File: src/rtl/slt_serial_pkg.sv
// slt_serial_pkg: FSM state and running decision encodings for the bit-serial signed comparator
package slt_serial_pkg;
  typedef enum logic [1:0] {IDLE, SHIFT, DONE} state_t;
  typedef enum logic [1:0] {UNDECIDED, LT, GT} dec_t;
endpackage

File: src/rtl/slt_serial.sv
// slt_serial: MSB-first bit-serial signed a<b / a==b; start,bit_valid,a_bit,b_bit in; busy,done,out,eq registered out
module slt_serial
  import slt_serial_pkg::*;
#(
  parameter int N = 32
) (
  input  logic clk,
  input  logic rst,
  input  logic start,
  input  logic bit_valid,
  input  logic a_bit,
  input  logic b_bit,
  output logic busy,
  output logic done,
  output logic out,
  output logic eq
);
  localparam int CW = $clog2(N + 1);
  state_t state, state_n;
  dec_t dec, dec_n;
  logic [CW-1:0] cnt, cnt_n;
  logic out_n, eq_n, lt_bit;
  assign busy = state == SHIFT;
  assign done = state == DONE;
  assign lt_bit = cnt == '0 ? a_bit & ~b_bit : ~a_bit & b_bit;
  always_comb begin
    state_n = state;
    cnt_n = cnt;
    dec_n = dec;
    out_n = out;
    eq_n = eq;
    case (state)
      IDLE: if (start) begin
        state_n = SHIFT;
        cnt_n = '0;
        dec_n = UNDECIDED;
        out_n = 1'b0;
        eq_n = 1'b0;
      end
      SHIFT: if (cnt == CW'(N)) begin
        state_n = DONE;
        out_n = dec == LT;
        eq_n = dec == UNDECIDED;
      end else if (bit_valid) begin
        cnt_n = cnt + 1'b1;
        if (dec == UNDECIDED && a_bit != b_bit) dec_n = lt_bit ? LT : GT;
      end
      default: state_n = IDLE;
    endcase
  end
  always_ff @(posedge clk or posedge rst) begin
    if (rst) begin
      state <= IDLE;
      cnt <= '0;
      dec <= UNDECIDED;
      out <= 1'b0;
      eq <= 1'b0;
    end else begin
      state <= state_n;
      cnt <= cnt_n;
      dec <= dec_n;
      out <= out_n;
      eq <= eq_n;
    end
  end
endmodule

File: config.mk
export PLATFORM = sky130hd
export DESIGN_NAME = slt_serial
export DESIGN_NICKNAME = d
export VERILOG_FILES = /design/src/rtl/slt_serial_pkg.sv /design/src/rtl/slt_serial.sv
export SDC_FILE = /design/constraint.sdc
export NUM_CORES = 1
export LEC_CHECK = 0
export CORE_AREA = 2 2 46 48
export DETAILED_ROUTE_END_ITERATION = 6
export DIE_AREA = 0 0 48 50
export GPL_TIMING_DRIVEN = 0
export HOLD_SLACK_MARGIN = 0.15
export PLACE_DENSITY = 0.61
export SYNTH_ARGS = -nofsm -noshare
export SYNTH_HDL_FRONTEND = slang
export SYNTH_SLANG_ARGS = --single-unit
File: constraint.sdc
create_clock -name clk -period 1.57 [get_ports clk]
set_input_delay 0.314 -clock clk [delete_from_list [all_inputs] [get_ports clk]]
set_output_delay 0.314 -clock clk [all_outputs]
set_load 0.01 [all_outputs]
==> parameters.txt <==
Parameter                              Value

Yosys
  Adder-cell share of the synthesized area    6.873%
  Share of cell area taken by muxes after synthesis    5.670%
  Share of the synthesized netlist area taken by xor and xnor gates    0%
  Dominant register cell in the synthesized netlist    dfrtp_1
  Synthesized area    728.2 sq um
  Synthesized Nets    84
  Post-synth ARST share    100.0%
  Share of the yosys chip area belonging to registers    41.24%
  Synth Area in Compound Gates    17.18%
  Number of synthesis warnings    0
  Area share of and/or/nand/nor cells after synthesis    24.91%
  Mean area per synthesized cell    9.841 sq um
  Count of cell types in the netlist    33
  Combinational family with the most area after synthesis    simple AND/OR/NAND/NOR gates
  Post-synthesis sequential element count    12
  Number of synthesized flops with an enable pin    0
  Number of instances in the synthesized netlist    74

Timing
  Final count of hold timing violations    0
  Max Clock Freq    660.4 MHz
  Worst slew margin relative to its limit    67.85%
  Slew at the pin with the worst max-slew slack    0.4817 ns
  Worst Skew    0.004418 ns
  Endpoints failing setup    0
  Ratio of final minimum period to clock period    96.45%
  Number of pins with negative max-slew slack in the final report    0
  Setup TNS    0 ns
  Final critical delay including setup and external delays    1.514 ns
  Unrepaired setup endpoints after global routing    yes
  Post-route worst setup slack    0.05578 ns

Power and ir drop
  Leak    0.4547 nW
  Areal power density over the cells    1854 nW/um^2
  IR Drop Worst-Case VDD    0.0005602 V

Global routing
  GR Layer Usage met3    2.198%
  Pin count of the biggest net entering global routing    13
  Total congestion overflow after global routing    0
  First-pass GRT wire length    2642 microns
  Layer with the highest usage    met2
  Antenna violations before repair    0
  Vias in the first global route    618
  Global routing met1 resource utilization    20.50%
  Aggregate global-route resource usage    15.66%
  M2 GR Usage    22.89%

Clock tree
  Clock-pin transition on the worst setup and hold timing paths    0.09 ns
  Sink Count    12
  Clock latency on the worst-skew pair    0.28 ns
  CTS Buf Count    3
  Max clock buf depth    2
  Root buffer cell    clkbuf_4
  CTS tree    done
  Count of hold buffers inserted by post-cts repair    0
  H-Tree Level Count    1

Layout
  Multi-input gate area    404.1 sq um
  Nets    104
  Commonest non-fill, non-tap cell in the layout    dfrtp_1
  Final core area utilization    49.80%
  Layout Area Growth over Synthesis    30.07%
  Storage cell area    302.8 sq um
  Final antenna diode count    0
  Highest-count cells in the layout ignoring fill and taps    10 x dfrtp_1, 8 x buf_4, 7 x clkdlybuf4s50_1
  Number of inserted filler cells in the final layout    180
  Layout cells sized above 1    26.88%
  Final design instance area without fill    947.2 sq um
  Non-filler cells in the finished layout    120

Critical path
  Critical Path Max Stage Delay    0.54 ns
  Arrival time reported for the critical path endpoint    1.20 ns
  Required time reported for the critical path endpoint    1.26 ns
  Startpoint kind of the worst setup timing path    flop
  Total buffers and inverters traversed by the critical path    1
  Critical R2R Capture    dec[0]$_DFFE_PP0P_
  Launching point of the worst reg2reg path    cnt[0]$_DFFE_PP0P_
  Startpoint-to-endpoint class of the critical path    flop to output port
  Worst reg-to-reg path cell count    5
  Endpoint kind of the worst setup timing path    output port
  Largest fanout on the critical path    3
  Highest-delay cell along the critical path    clkdlybuf4s50_1
  R2r setup slk    0.06 ns
  Series of cell instances along the critical path    clkdlybuf4s50_1
  Cell family with most CP delay    buffers and inverters

Route
  Post-detailed-route wirelength per cell    12.70 microns
  Final antenna-violating net count    0
  Number of design rule violations left after detail routing    0
  Total via count in the routed design    620
  Post-detailed-routing wire length    1524 microns
  Via density per instance    5.167
  Iteration count of the initial detailed-routing pass    4
  Violation count after the first detailed-route iteration    8

Floorplan
  Core outline area    1902 sq um
  Chip Height    50 microns
  Initial Util    38.29%
  Chip Width    48 microns
  Die area    2400 sq um
  Total I/O pin count    10
  Cell Rows    16

Placement
  Post-placement cell count    110
  Instance area at placement    855.8 sq um
  Buffers added on ports    9
  Placed wire-length estimate after detailed placement    1033 microns
  Worst setup slack before clock tree synthesis    -0.3164 ns
  Routability congestion estimate    0.7232

Worst hold path
  Path class of the lowest-slack min-delay path    input pin to asynchronous set/reset pin

Run
  Maximum Capacitance Violations    0

Status
  Outcome    complete, no violations
metal layers:
metal  wire, microns  share of wire, %
met1             727                48
met2             698                46
met3              45               3.0
met4              53               3.5
met5               0                 0
per-stage QoR:
step	hold slack, ns	power [mW]
finish	0.3367	1.756
global route	0.4291	1.891
CTS	0.3566	1.707
detailed placement	0.5221	1.344
global placement	0.5044	1.336
floorplan	0.1787	1.108
flip-flops by register name, indices dropped and copies added, names as in the netlist:
name / cells
eq: 1
state: 2
out: 1
cnt: 6
dec: 2
report_power, final:
group	internal (mW)	total, mW	switching (mW)
registers	0.431	0.563	0.132
clock network	0.141	0.261	0.120
logic	0.508	0.932	0.424
total	1.08	1.76	0.675
logic make-up after synthesis:
logic type               Yosys count
AO/OA/AOI/OAI                     17
adder cells (fa/ha/maj)            4
buffers and inverters              8
flip-flops                        12
multiplexers                       4
AND/OR/NAND/NOR                   29
final cells by class:
type | instances | share of cell area, %
multi-input cells | 54 | 42.67
inverters | 6 | 2.378
repair buffers | 17 | 15.59
flip-flops and latches | 12 | 31.97
clock buffers | 4 | 3.831
well taps | 27 | 3.567
synth_stat cells (2+ instances only):
library cell / n / area share, %
a21o_2: 2 / 2.4
a211o_1: 2 / 2.4
nand3_1: 3 / 2.1
dfrtp_1: 12 / 41
and2_2: 2 / 2.1
nor2_1: 2 / 1.0
ha_1: 4 / 6.9
nand2_1: 6 / 3.1
o21ai_0: 3 / 2.1
mux2i_1: 3 / 4.1
nor2b_1: 4 / 3.4
o211ai_1: 2 / 2.1
inv_1: 6 / 3.1
clkbuf_1: 2 / 1.0
nand4_1: 2 / 1.7
nor3_1: 2 / 1.4
repair_timing:
action                                  CTS  global route
resized for setup                         5             1
setup buffers                             5             3
endpoints found under the setup margin    4             8
worst max-delay path by stage:
stage	start	slack, ns	depth (start not counted)	to
2_1_floorplan	cnt[0]$_DFFE_PP0P_	-0.004	5	dec[0]$_DFFE_PP0P_
3_3_place_gp	state[0]$_DFFE_PP0P_	-0.31	3	busy
3_5_place_dp	state[0]$_DFFE_PP0P_	-0.32	3	busy
4_1_cts	cnt[0]$_DFFE_PP0P_	0.0005	5	dec[0]$_DFFE_PP0P_
5_1_grt	cnt[0]$_DFFE_PP0P_	-0.01	5	dec[0]$_DFFE_PP0P_
6_report	eq$_DFFE_PP0P_	0.06	1	eq
Note: power is estimated with default switching activity, not from simulation.
